File: config.mk
export PLATFORM = sky130hd
export DESIGN_NAME = turn_throw_ctrl
export DESIGN_NICKNAME = d
export VERILOG_FILES = /design/src/rtl/turn_throw_ctrl_pkg.sv /design/src/rtl/turn_throw_ctrl_power_meter.sv /design/src/rtl/turn_throw_ctrl.sv
export SDC_FILE = /design/constraint.sdc
export NUM_CORES = 1
export LEC_CHECK = 0
export ABC_CLOCK_PERIOD_IN_PS = 2600
export CORE_AREA = 4 4 80 97
export CTS_CLUSTER_SIZE = 24
export DETAILED_ROUTE_END_ITERATION = 10
export DIE_AREA = 0 0 84 101
export PLACE_DENSITY = 0.66
export SLEW_MARGIN = 25
export SYNTH_ARGS = -nofsm -noshare
export SYNTH_HDL_FRONTEND = slang
export SYNTH_SLANG_ARGS = --single-unit
File: constraint.sdc
create_clock -name clk -period 2.6 [get_ports clk]
set_clock_uncertainty 0.2 [all_clocks]
set_input_delay 0.26 -clock clk [delete_from_list [all_inputs] [get_ports clk]]
set_output_delay 0.26 -clock clk [all_outputs]
set_load 0.03 [all_outputs]
File: src/rtl/turn_throw_ctrl_pkg.sv
// Shared types and sprite-index encodings for the per-turn throw controller.
package turn_pkg;

    typedef enum logic [1:0] {
        T_IDLE,
        T_CHARGE,
        T_THROW,
        T_DONE
    } turn_state_t;

    localparam logic [1:0] IDX_IDLE  = 2'd0;
    localparam logic [1:0] IDX_DRAW  = 2'd1;
    localparam logic [1:0] IDX_THROW = 2'd2;

endpackage

File: src/rtl/turn_throw_ctrl_power_meter.sv
// Throw power meter: a prescaler that steps a saturating or ping-pong power value
// once every TICKS enabled cycles; the step can be suppressed with freeze.
module power_meter #(
    parameter int TICKS    = 1_015_625,
    parameter int PWR_W    = 6,
    parameter bit PINGPONG = 1'b0
) (
    input  logic             clk,
    input  logic             rst_n,
    input  logic             clr,
    input  logic             en,
    input  logic             freeze,
    output logic [PWR_W-1:0] power
);

    localparam int               PRE_W    = $clog2(TICKS);
    localparam logic [PRE_W-1:0] PRE_LAST = PRE_W'(TICKS - 1);
    localparam logic [PWR_W-1:0] PWR_MAX  = '1;

    logic [PRE_W-1:0] prescaler;
    logic             going_down;
    logic [PWR_W-1:0] power_d;
    logic             going_down_d;
    logic             wrap;

    assign wrap = (prescaler == PRE_LAST);

    // Value the meter moves to on the next step; applied only on a prescaler wrap.
    always_comb begin
        // NOTE: every always_comb output gets a default first so no path leaves it
        // unassigned, which is what would otherwise infer a latch.
        power_d      = power;
        going_down_d = going_down;
        if (!PINGPONG) begin
            if (power != PWR_MAX) power_d = power + PWR_W'(1);
        end else if (going_down) begin
            if (power == '0) begin
                going_down_d = 1'b0;
                power_d      = PWR_W'(1);
            end else begin
                power_d = power - PWR_W'(1);
            end
        end else begin
            if (power == PWR_MAX) begin
                going_down_d = 1'b1;
                power_d      = PWR_MAX - PWR_W'(1);
            end else begin
                power_d = power + PWR_W'(1);
            end
        end
    end

    // NOTE: sequential state uses non-blocking assignments only, so every register
    // samples pre-edge values regardless of statement order.
    always_ff @(posedge clk or negedge rst_n) begin
        if (!rst_n) begin
            prescaler  <= '0;
            power      <= '0;
            going_down <= 1'b0;
        end else if (clr) begin
            prescaler  <= '0;
            power      <= '0;
            going_down <= 1'b0;
        end else if (en) begin
            prescaler <= wrap ? '0 : prescaler + PRE_W'(1);
            if (wrap && !freeze) begin
                power      <= power_d;
                going_down <= going_down_d;
            end
        end
    end

endmodule

File: src/rtl/turn_throw_ctrl.sv
// Per-turn throw controller: edge-qualified SPACE press charges a power meter,
// release launches a fixed-length throw window, and losing the turn aborts cleanly.
module turn_throw_ctrl
    import turn_pkg::*;
#(
    parameter int NUM_PLAYERS  = 2,
    parameter int CHARGE_TICKS = 1_015_625,
    parameter int THROW_TICKS  = 65_000_000,
    parameter int PWR_W        = 6,
    parameter bit PINGPONG     = 1'b0,
    localparam int PID_W       = (NUM_PLAYERS > 1) ? $clog2(NUM_PLAYERS) : 1
) (
    input  logic                   clk,
    input  logic                   rst_n,
    input  logic                   space,
    input  logic [NUM_PLAYERS-1:0] turn_active,
    output logic                   enable_draw,
    output logic [1:0]             index,
    output logic [PWR_W-1:0]       power,
    output logic                   throw_enable,
    output logic                   throw_start,
    output logic [PID_W-1:0]       throw_player,
    output logic                   turn_done
);

    localparam int              THR_W      = $clog2(THROW_TICKS);
    localparam logic [THR_W-1:0] THROW_LAST = THR_W'(THROW_TICKS - 1);

    turn_state_t      state, state_d;
    logic             space_q;
    logic [PID_W-1:0] pid_q;
    logic [PID_W-1:0] pid;
    logic             valid_turn;
    logic             press;
    logic             abort;
    logic [THR_W-1:0] throw_cnt;
    logic [PWR_W-1:0] meter_power;

    assign press      = space & ~space_q;
    assign valid_turn = ($countones(turn_active) == 1);
    assign abort      = !valid_turn || (pid != pid_q);

    always_comb begin
        pid = '0;
        for (int i = 0; i < NUM_PLAYERS; i++) begin
            if (turn_active[i]) pid = PID_W'(i);
        end
    end

    // Abort is tested first in CHARGE and THROW so it overrides every other exit.
    always_comb begin
        state_d = state;
        unique case (state)
            T_IDLE:   if (press && valid_turn) state_d = T_CHARGE;
            T_CHARGE: begin
                if (abort)       state_d = T_IDLE;
                else if (!space) state_d = T_THROW;
            end
            T_THROW: begin
                if (abort)                        state_d = T_IDLE;
                else if (throw_cnt == THROW_LAST) state_d = T_DONE;
            end
            T_DONE:   state_d = T_IDLE;
            default:  state_d = T_IDLE;
        endcase
    end

    always_ff @(posedge clk or negedge rst_n) begin
        if (!rst_n) begin
            state     <= T_IDLE;
            space_q   <= 1'b0;
            pid_q     <= '0;
            throw_cnt <= '0;
        end else begin
            state   <= state_d;
            space_q <= space;
            if (state == T_IDLE && state_d == T_CHARGE) pid_q <= pid;
            if (state == T_THROW && state_d == T_THROW) throw_cnt <= throw_cnt + THR_W'(1);
            else                                         throw_cnt <= '0;
        end
    end

    // Cleared throughout IDLE so a new charge always starts from zero power and phase;
    // the value is simply held (en low) through THROW.
    power_meter #(
        .TICKS    (CHARGE_TICKS),
        .PWR_W    (PWR_W),
        .PINGPONG (PINGPONG)
    ) u_meter (
        .clk    (clk),
        .rst_n  (rst_n),
        .clr    (state == T_IDLE),
        .en     (state == T_CHARGE),
        .freeze (~space),
        .power  (meter_power)
    );

    // Outputs decode registered state only, so they change on the same edge as the FSM.
    always_comb begin
        enable_draw  = 1'b0;
        index        = IDX_IDLE;
        power        = '0;
        throw_enable = 1'b0;
        throw_start  = 1'b0;
        throw_player = '0;
        turn_done    = 1'b0;
        unique case (state)
            T_CHARGE: begin
                enable_draw = 1'b1;
                index       = IDX_DRAW;
                power       = meter_power;
            end
            T_THROW: begin
                index        = IDX_THROW;
                power        = meter_power;
                throw_enable = 1'b1;
                throw_start  = (throw_cnt == '0);
                throw_player = pid_q;
            end
            T_DONE:  turn_done = 1'b1;
            default: ;
        endcase
    end

endmodule
After elaboration in Yosys (flattened, before gate mapping). Cells that the tools add are included.

Register bits: 56. Bits of input ports: 5. Output and inout port bits: 13. Logic and storage cells: 57.

$add $sub $neg: 4. Equal/unequal tests: 10. Muxes and demuxes: 22. Bitwise logic cells: 2. Reduce and logical (&&, ||, !) cells: 13.

Operator list (number): $mux 20 (3); $mux 6 (5); $add 26x1->26 const B (1); $eq 26x26->1 const B (1); $logic_not 26->1 (1); $mux 26 (1); $add 20x1->20 const B (1); $eq 20x20->1 const B (1); $mux 2 (5); $pmux 2 s4 (1); $add 6x1->6 const B (1); $eq 2x1->1 const B (3); $eq 2x2->1 const B (3); $mux 1 (6); $ne 6x6->1 const B (1); $reduce_bool 2->1 (3); $logic_and 1x1->1 (4); $pmux 2 s2 (1); $reduce_and 3->1 (1); $add 1x1->2 (1); $logic_not 2->1 (1); $reduce_or 2->1 (1); $and 1x1->1 (1); $logic_not 1->1 (1); other kinds (3) (3).

Depth between registers and ports, before layout. Gate-level depths: netlist of the first run.

Word-level depth: 9. Gate-level depth with buffers: 10. Mapped depth without buffers: 7.

Cells and area by module. From an unflattened synthesis of the first run, not the netlist that was laid out.

Cell total of the unflattened synthesis: 347. Area total of the unflattened synthesis: 3263.1 um^2.

By module, submodules not included: turn_throw_ctrl (instances 1, cells an instance 184, area each 1760.4 um^2, seq. area each 750.7 um^2); power_meter (instances 1, cells an instance 163, area each 1502.7 um^2, seq. area each 650.6 um^2).

Least setup slack after synthesis of the first run. OpenSTA, ideal clock, no wires.

Path type: reg-to-output. Start: register state[0]. End: output port throw_start. Arrival time: 2037 ps. Data required time: 2140 ps. Path slack: 103 ps. Cell stages (with the launch flop): 6. Buffers on the path: 0. Cells stage by stage: dfrtp_1 > inv_1 > ha_1 > nor4b_1 > nand2_1 > nor3_1.

Word-level cells in the longest chain between the ends: 2.

Ends and longest elaborated chain: start: declaration (RTL line turn_throw_ctrl.sv:29) `turn_state_t state, state_d;`; start signal: assignment (RTL line turn_throw_ctrl.sv:75) `state <= state_d;`; $eq 2x2->1 (RTL line turn_throw_ctrl.sv:107) `unique case (state)`; $mux 1 (RTL line turn_throw_ctrl.sv:107); end: declaration (RTL line turn_throw_ctrl.sv:21) `output logic throw_start,`.

Every way passes these cells.

Worst setup path in the final report of the first run.
Start: register state[1]. End: output port index[0].

Word-level cells in the longest chain between the ends: 2. Elaborated cells between the ends (all ways): 3. Those cells by class: 2 x eq/ne; 1 x mux.

Ends and longest elaborated chain: $eq 2x2->1 or $eq 2x1->1 (tied branches) (RTL line turn_throw_ctrl.sv:107); $pmux 2 s2 * (RTL line turn_throw_ctrl.sv:107); end: declaration (RTL line turn_throw_ctrl.sv:18) `output logic [1:0] index,`.

Mark *: on every way between the ends. The rest lies on a longest branch, timed or not.

==> results of run 1 <==
state kept, by name (all words and copies together) (netlist names):
register and flops:
u_meter.power 6, throw_cnt 26, pid_q 1, u_meter.prescaler 20
space_q 1, state 2
routing by layer:
layer | GRT usage [%] | wire length (um) | vias up
met2 | 31.2 | 3560 | 19
met3 | 2.70 | 130 | 4
li1 | - | - | 1262
met5 | 0 | 0 | -
met1 | 20.0 | 2930 | 1251
met4 | 4.33 | 46 | 0
critical path: stages (launching register included):
cell and delay, ps:
dfrtp_1 470, inv_1 110, ha_1 370, clkdlybuf4s50_1 750
power by group through the flow:
stage                     logic [mW]  registers (mW)  clock network, mW
final                          0.592           0.926              0.576
after CTS                      0.597           0.927              0.594
after floorplan                0.442           0.934                  0
after global routing           0.651           0.933              0.637
after detailed placement       0.594           0.943                  0
after global placement         0.590           0.942                  0
logic make-up (layout without fill, tap and decap cells):
group           count (synthesis)  after routing  synth area share [%]
flops                          56             56                  42.0
buf+inv                        29             51                  4.76
simple gates                  179            179                  32.1
compound gates                 30             30                  6.07
fa+ha+maj                       9              9                  3.37
mux                             2              2                 0.637
xor+xnor                       42             42                  11.0
area by class of cell:
cell class,instances,area [sq um],area share [%]
multi-input cells,262,1780,47.5
flip-flops and latches,56,1400,37.4
repair buffers,28,288,7.69
clock buffers,5,68.8,1.84
clock inverters,3,42.5,1.14
inverters,15,56.3,1.50
well taps,87,109,2.91
worst paths after layout:
check | start | endpoint | slack, ps | cells after the start
worst max-delay path | state[1] | index[0] | 130 | 3
min in group asynchronous | rst_n | u_meter.power[0] | 310 | 2
worst min register to register | throw_cnt[0] | throw_cnt[0] | 350 | 1
worst max register to register | state[1] | u_meter.prescaler[13] | 220 | 8
max in group asynchronous | rst_n | throw_cnt[2] | 1210 | 3
worst min-delay path | space | space_q | 300 | 1
layout by cell type (no fill, tap or decap), types with 2 or more instances in the layout:
master	Yosys	routed
buf_4	4	9
and4_1	3	3
dfrtp_1	56	56
nor2_1	38	38
or2_2	2	2
a21oi_1	8	8
buf_12	0	2
o21ai_0	3	3
ha_1	9	9
nor4b_1	4	4
a211oi_1	4	4
xnor2_1	18	18
a31oi_1	2	2
nand3_1	24	24
nand3_4	2	2
nor3_1	14	14
nor4_1	10	10
inv_1	15	15
o22ai_1	2	2
nor3_2	18	18
and2_1	8	8
clkdlybuf4s50_1	0	9
and3_1	6	6
xor2_1	24	24
nand2_1	22	22
o21ai_1	2	2
clkbuf_8	0	5
dlymetal6s2s_1	0	6
nand4_1	15	15
what timing repair did:
action                                  4_1_cts  5_1_grt
hold endpoints to repair                     27        0
hold buffers                                  1        0
gates resized for setup                       0        6
endpoints found under the setup margin        0        6
==> metrics.txt, run 1 <==
Net Sw Frac 34.4%; port buffer count 17; post-route DRC violation count 0; initial DRC count 111; Mapped Area between 3000 and 4000 sq um; critical path arrival between 2000 and 2500 ps; Initial Utilization approximately half; Placer Congestion 0.823; final hold viol count 0; sequential fraction of the synthesis area between 40% and 50%; layout cell share with drive strength beyond 1 between 10% and 20%; P_int 1.37 mW; cells after synthesis ~350; DP Wirelength a little under 5000 um; clock tree from TritonCTS done; LEAKAGE about 1.5 nW; clock-pin slew of the registers on the worst-case setup and hold paths about 100 ps; RSZ-0062 raised after global routing false; Final WS setup approximately 130 ps; most common cell in the netlist dfrtp_1; dpl ws 123 ps; Synth Warn # 0; Clock Power Share 27.5%; Power Dens Cells 560 nW/um^2; Final Max Slew Viols 0; post-route cell area about 3700 sq um; H-tree Lvls 2; Clock Latency Late Sink 310 ps; WL final between 6000 and 7000 um; Yosys top cell area share 42.0%; switching power between 0.7 and 0.8 mW; Die W roughly 84 um; syn nets roughly 360; fin util 55.3%; Distinct cells, synth 53; endpoints failing setup 0; outcome finished, final reports clean; Ports 18; drt wl/cell between 10 and 15 um; ANT cells 0; dpl cells between 400 and 500; Pre-antenna DRT Iters 4; max-capacitance violation count 0; filler instances approximately 650; DR vias/cell roughly 5.6; crit-path max FO 10; Crit. End Element primary output; CTS Root Cell clkbuf_8; Die Span Y just over 100 um; Flop pwr share 44.2%; Layout area overhead 12.1%; Final period util 94.8%; combinational power share 28.3%; FMAX ~0.41 GHz; total negative slack 0 ps; initial antenna violation count 0; num rows 33; most instantiated cells after synthesis 56 x dfrtp_1, 38 x nor2_1, 24 x nand3_1, 24 x xor2_1, 22 x nand2_1; Async S/R FF share, synth between 90% and 100%; post-route minimum period about 2500 ps; post-synth top area cell dfrtp_1; layout net count between 300 and 400; largest net degree at the start of global routing 30; dominant synthesized flop cell dfrtp_1; most area-consuming cells after synthesis dfrtp_1 42%, xor2_1 6.3%, nor3_2 5.4%; Die Area 8480 sq um; final cell count without fillers approximately 460; Tightest Pin Transition 677 ps; Final ANT Viol Nets 0; hold slack final slightly above 300 ps; WP data required 2140 ps; vias in the first global route 2532; VDD IR max 0.000261 V; first-pass GRT wire length 11800 um; Design Power 2.09 mW; Post-CTS Setup Bufs 0; CTS buffer count 5; Bufs on Longest Clock Path 2; synthesis-stage register bit count 56; clk sinks 56; grt total ovfl 0; Avg Inst Size Synth roughly 9.6 sq um; critical path type flop to primary output; Hold WC Path Type input port to flop; startpoint types flop; vias between 2000 and 3000; Placed Area ~3600 sq um; Core Box Area 6770 sq um; GRT Util Overall around 17%; Post-synth EDFFs 0; relative slew slack a little over half
No activity file was read; power rests on OpenSTA's default activity.
==> run 2: changes to the inputs <==
==> constraint.sdc (replaced) <==
create_clock -name clk -period 2.6 [get_ports clk]
set_clock_uncertainty 0.2 [all_clocks]
set_input_delay 0.52 -clock clk [delete_from_list [all_inputs] [get_ports clk]]
set_output_delay 0.52 -clock clk [all_outputs]
set_load 0.03 [all_outputs]
==> metrics.txt, run 2 (same netlist as run 1, synthesis figures left out) <==
Ports 18 (unchanged); max reg flops 26 (unchanged); crit-path max FO 5 (was 10); num rows 33 (unchanged); Final period util 95.2% (was 94.8%); vias in the first global route 2682 (was 2532); grt total ovfl 0 (unchanged); Biggest register throw_cnt (unchanged); Layout area overhead 12.4% (was 12.1%); Worst path slowest cell dfrtp_1 (was clkdlybuf4s50_1); Hold WC Path Type input port to asynchronous set/reset pin (was input port to flop); initial antenna violation count 0 (unchanged); Crit. End Element primary output (unchanged); layout net count 386 (was 382); Placer Congestion 0.832 (was 0.823); Clock Power Share 24.0% (was 27.5%); post-route DRC violation count 0 (unchanged); Die Area 8480 sq um (unchanged); WP data required 1880 ps (was 2140 ps); clock tree from TritonCTS done (unchanged); filler instances 639 (was 647); first-pass GRT wire length 12200 um (was 11800 um); Flop pwr share 45.6% (was 44.2%); Core Box Area 6770 sq um (unchanged); critical path type flop to primary output (unchanged); Die W 84 um (unchanged); endpoints failing setup 0 (unchanged); Net Sw Frac 36.2% (was 34.4%); Bufs on Longest Clock Path 2 (unchanged); post-route minimum period 2470 ps (about the same); clk sinks 56 (unchanged); cell family with most CP delay simple AND/OR/NAND/NOR gates (was buffers and inverters); DR vias/cell 5.54 (was 5.56); DP Wirelength 4690 um (was 4870 um); critical path arrival 1750 ps (was 2010 ps); vias 2548 (was 2536); GRT Util Overall 17.4% (was 16.8%); CTS buffer count 5 (unchanged); largest net degree at the start of global routing 57 (was 30); initial DRC count 98 (was 111); Post-CTS Hold Buffers 0 (was 1); outcome finished, final reports clean (unchanged); Die Span Y 101 um (unchanged); port buffer count 17 (unchanged); clock-pin slew of the registers on the worst-case setup and hold paths 100 ps (about the same); CP cell instances inv_2 -> ha_4 -> nor4b_2 -> nand2_1 -> nor3_2 -> buf_4 (was inv_1 -> ha_1 -> clkdlybuf4s50_1); VDD IR max 0.000387 V (was 0.000261 V); H-tree Lvls 2 (unchanged); final hold viol count 0 (unchanged); LEAKAGE 1.48 nW (was 1.54 nW); Pre-antenna DRT Iters 4 (unchanged); WL final 6910 um (was 6670 um); combinational power share 30.4% (was 28.3%); dpl ws -82.2 ps (was 123 ps); worst path buffer plus inverter count 2 (unchanged); CP max stage delay 420 ps (was 750 ps); switching power 0.733 mW (was 0.720 mW); most common cell after layout, fill and taps aside dfrtp_1 (unchanged); ANT cells 0 (unchanged); FMAX 0.404 GHz (was 0.406 GHz); layout cell share with drive strength beyond 1 16.1% (was 13.6%); most frequent cells in the layout 55 x dfrtp_1, 38 x nor2_1, 24 x nand3_1, 24 x xor2_1, 22 x nand2_1 (was 56 x dfrtp_1, 38 x nor2_1, 24 x nand3_1, 24 x xor2_1, 22 x nand2_1); Clock Latency Late Sink 320 ps (was 310 ps); P_int 1.29 mW (was 1.37 mW); Largest regs throw_cnt (26), u_meter.prescaler (20), u_meter.power (6) (unchanged); CTS Root Cell clkbuf_8 (unchanged); Power Dens Cells 540 nW/um^2 (was 560 nW/um^2); startpoint types flop (unchanged); Tightest Pin Transition 717 ps (was 677 ps); Final WS setup 126 ps (was 135 ps); Final Max Slew Viols 0 (unchanged); relative slew slack 52.2% (was 54.4%); Initial Utilization 49.3% (unchanged); fin util 55.4% (was 55.3%); max-capacitance violation count 0 (unchanged); drt wl/cell 15.0 um (was 14.6 um); Final ANT Viol Nets 0 (unchanged)
[run 2: cell types whose count changed in the layout (fill, tap and decap cells not counted), moves of 2 or more]
cell / delta
nor4b_1: -2
clkdlybuf4s50_1: -4
nor4b_2: +2
buf_4: +5
dlygate4sd2_1: +10
dlymetal6s2s_1: -6
[run 2: per-stage QoR]
step	hold WS, ps	power [mW]	cell area [sq um]	cells	TNS (ps)
after floorplan	24.4	1.38	3340	347	0
after global placement	325	1.54	3630	449	-1360
after detailed placement	323	1.54	3630	449	-1760
after CTS	156	2.03	3720	458	0
after global routing	197	2.16	3750	460	-41.4
final	144	2.03	3750	460	0
[run 2: repair_timing]
action / in CTS / in global routing
gates cloned: 0 / 0
buffers inserted: 1 / 2
setup endpoints to repair: 11 / 12
resized for setup: 12 / 4
[run 2: path summary, 6_finish.rpt]
path | startpoint | end | slack, ps | depth (start not counted)
setup reg to reg | state[0] | throw_cnt[25] | 290 | 9
hold / removal | rst_n | pid_q | 140 | 2
min in group clk | throw_cnt[0] | throw_cnt[0] | 330 | 1
hold reg to reg | throw_cnt[0] | throw_cnt[0] | 330 | 1
setup / recovery | state[0] | throw_start | 130 | 6
max in group asynchronous | rst_n | state[1] | 1550 | 2
[run 2: layout make-up]
cell class	instances	area, sq um	area share, %
Timing Repair Buffer	32	288	7.67
Sequential cell	56	1400	37.4
Tap cell	87	109	2.90
Multi-Input combinational cell	262	1810	48.2
Inverter	15	56.3	1.50
Clock buffer	6	72.6	1.93
Clock inverter	2	16.3	0.434
[run 2: power by group through the flow]
| stage | clock network, mW | registers, mW | logic, mW |
|---|---|---|---|
| 2_1_floorplan | 0 | 0.934 | 0.443 |
| 3_3_place_gp | 0 | 0.941 | 0.596 |
| 3_5_place_dp | 0 | 0.943 | 0.597 |
| 4_1_cts | 0.508 | 0.927 | 0.596 |
| 5_1_grt | 0.550 | 0.931 | 0.678 |
| 6_report | 0.487 | 0.925 | 0.616 |
[run 2: per-layer routing]
layer,GRT usage (%),routed length (um),vias to the layer above
li1,-,-,1269
met1,20.1,3040,1234
met2,32.1,3580,37
met3,2.86,176,8
met4,6.31,105,0
met5,0,0,-
[run 2: worst register-to-register path, cell delays in order (launching register included)]
cell      delay, ps
dfrtp_1         420
inv_2           100
ha_4            170
nor4b_2         210
nand2_1         140
buf_4           160
nor4_4          270
o221ai_2        160
buf_12          200
nor3_1          200
==> run 3: changes to the inputs <==
ABC_CLOCK_PERIOD_IN_PS = 3100   (was 2600)
clock period = 3.1 ns   (was 2.6 ns; I/O delays follow)
==> metrics.txt, run 3 (same netlist as run 1, synthesis figures left out) <==
post_cts resized 0 (was 12); CTS Root Cell clkbuf_8 (unchanged); Biggest register throw_cnt (unchanged); Largest regs throw_cnt (26), u_meter.prescaler (20), u_meter.power (6) (unchanged); Hold WC Path Type input port to asynchronous set/reset pin (unchanged); Die Area 8480 sq um (unchanged); RSZ-0062 raised after global routing false; FMAX 0.347 GHz; Core Box Area 6770 sq um (unchanged); most frequent cells in the layout 56 x dfrtp_1, 38 x nor2_1, 24 x nand3_1, 24 x xor2_1, 22 x nand2_1 (was 55 x dfrtp_1, 38 x nor2_1, 24 x nand3_1, 24 x xor2_1, 22 x nand2_1); layout cell share with drive strength beyond 1 12.7% (was 16.1%); clk sinks 56 (unchanged); DR vias/cell 5.58 (was 5.54); initial DRC count 94 (was 98); GRT Util Overall 16.9% (was 17.4%); max reg flops 26 (unchanged); LEAKAGE 1.39 nW (was 1.48 nW); hold slack final 63.0 ps (was 144 ps); vias 2512 (was 2548); Final period util 93.0%; total negative slack 0 ps (unchanged); R2R Path Start state[1] (was state[0]); post-route minimum period ~2900 ps; most common cell after layout, fill and taps aside dfrtp_1 (unchanged); ANT cells 0 (unchanged); crit-path max FO 7 (was 5); Clock Latency Late Sink 300 ps (was 320 ps); filler instances 616 (was 639); H-tree Lvls 2 (unchanged); max-capacitance violation count 0 (unchanged); Initial Utilization 49.3% (unchanged); vias in the first global route 2512 (was 2682); Crit. Startpoint state[0] (unchanged); VDD IR max 0.000237 V (was 0.000387 V); Ports 18 (unchanged); Die W 84 um (unchanged); clock tree from TritonCTS done (unchanged); Final Max Slew Viols 0 (unchanged); Bufs on Longest Clock Path 2 (unchanged); port buffer count 17 (unchanged); Layout area overhead 9.97% (was 12.4%); critical path arrival 2060 ps (was 1750 ps); relative slew slack 56.3% (was 52.2%); post-route DRC violation count 0 (unchanged); first-pass GRT wire length 11900 um (was 12200 um); critical path type flop to primary output (unchanged); Tightest Pin Transition 650 ps (was 717 ps); Reg2Reg Depth 7 (was 9); Post-CTS Setup Bufs 0 (was 1); outcome finished, final reports clean (unchanged); drt wl/cell 14.8 um (was 15.0 um); largest net degree at the start of global routing 38 (was 57); layout net count 376 (was 386); Die Span Y 101 um (unchanged); Pre-antenna DRT Iters 4 (unchanged); num rows 33 (unchanged); initial antenna violation count 0 (unchanged); final hold viol count 0 (unchanged); Final ANT Viol Nets 0 (unchanged); fin util 54.2% (was 55.4%); Crit. End Element primary output (unchanged); grt total ovfl 0 (unchanged); endpoints failing setup 0 (unchanged); Placer Congestion 0.810 (was 0.832); Post-CTS Hold Buffers 0 (unchanged); CTS buffer count 5 (unchanged); DP Wirelength 4690 um (about the same); Power Dens Cells 470 nW/um^2 (was 540 nW/um^2); startpoint types flop (unchanged); clock-pin slew of the registers on the worst-case setup and hold paths 100 ps (about the same); WP data required 2280 ps (was 1880 ps); WL final 6640 um (was 6910 um)
[run 3: cell count changes in the layout (fill, tap and decap cells not counted), moves of 2 or more]
| cell | change |
|---|---|
| nor4b_1 | +2 |
| nor4b_2 | -2 |
| clkdlybuf4s50_1 | +10 |
| buf_4 | -9 |
| dlygate4sd2_1 | -10 |
[run 3: final cells by class]
| class | instances | area [sq um] | share of cell area [%] |
|---|---|---|---|
| inverter | 15 | 56.3 | 1.53 |
| timing repair buffer | 22 | 213 | 5.80 |
| clock buffer | 5 | 68.8 | 1.88 |
| sequential | 56 | 1400 | 38.2 |
| multi-input combinational | 262 | 1780 | 48.5 |
| clock inverter | 3 | 42.5 | 1.16 |
| tap | 87 | 109 | 2.97 |
[run 3: final timing paths]
check                                        end  slack [ps]
min                             u_meter.power[1]          60
max reg2reg                u_meter.prescaler[13]         570
min in group clk                    throw_cnt[0]         350
max                                  throw_start         220
max in group asynchronous          throw_cnt[17]        1800
min reg2reg                         throw_cnt[0]         350
[run 3: worst max-delay path, stage by stage, from the launching register on]
cell and delay [ps]:
dfrtp_1 430, inv_1 120, ha_2 300, nor4b_1 280
nand2_1 170, nor3_1 260, buf_4 200
[run 3: metrics by stage]
step	area, sq um	total power [mW]	setup WS, ps	instances
after floorplan	3340	1.15	243	347
after global placement	3560	1.27	296	442
after detailed placement	3560	1.27	274	442
after CTS	3670	1.76	116	450
after global routing	3670	1.85	46.1	450
final	3670	1.73	218	450
[run 3: layer usage]
metal  up-vias  GRT usage [%]  share of wire (%)
li1       1252              -                  -
met2        29           30.7                 52
met5         -              0                  0
met1      1225           20.7                 45
met3         6           2.86                2.1
met4         0           4.70                1.0
[run 3: report_power, final]
group,leakage (nW),internal [mW],total [mW],switching [mW]
logic,0.556,0.145,0.476,0.331
clock network,0.0541,0.239,0.474,0.234
registers,0.777,0.751,0.776,0.0257
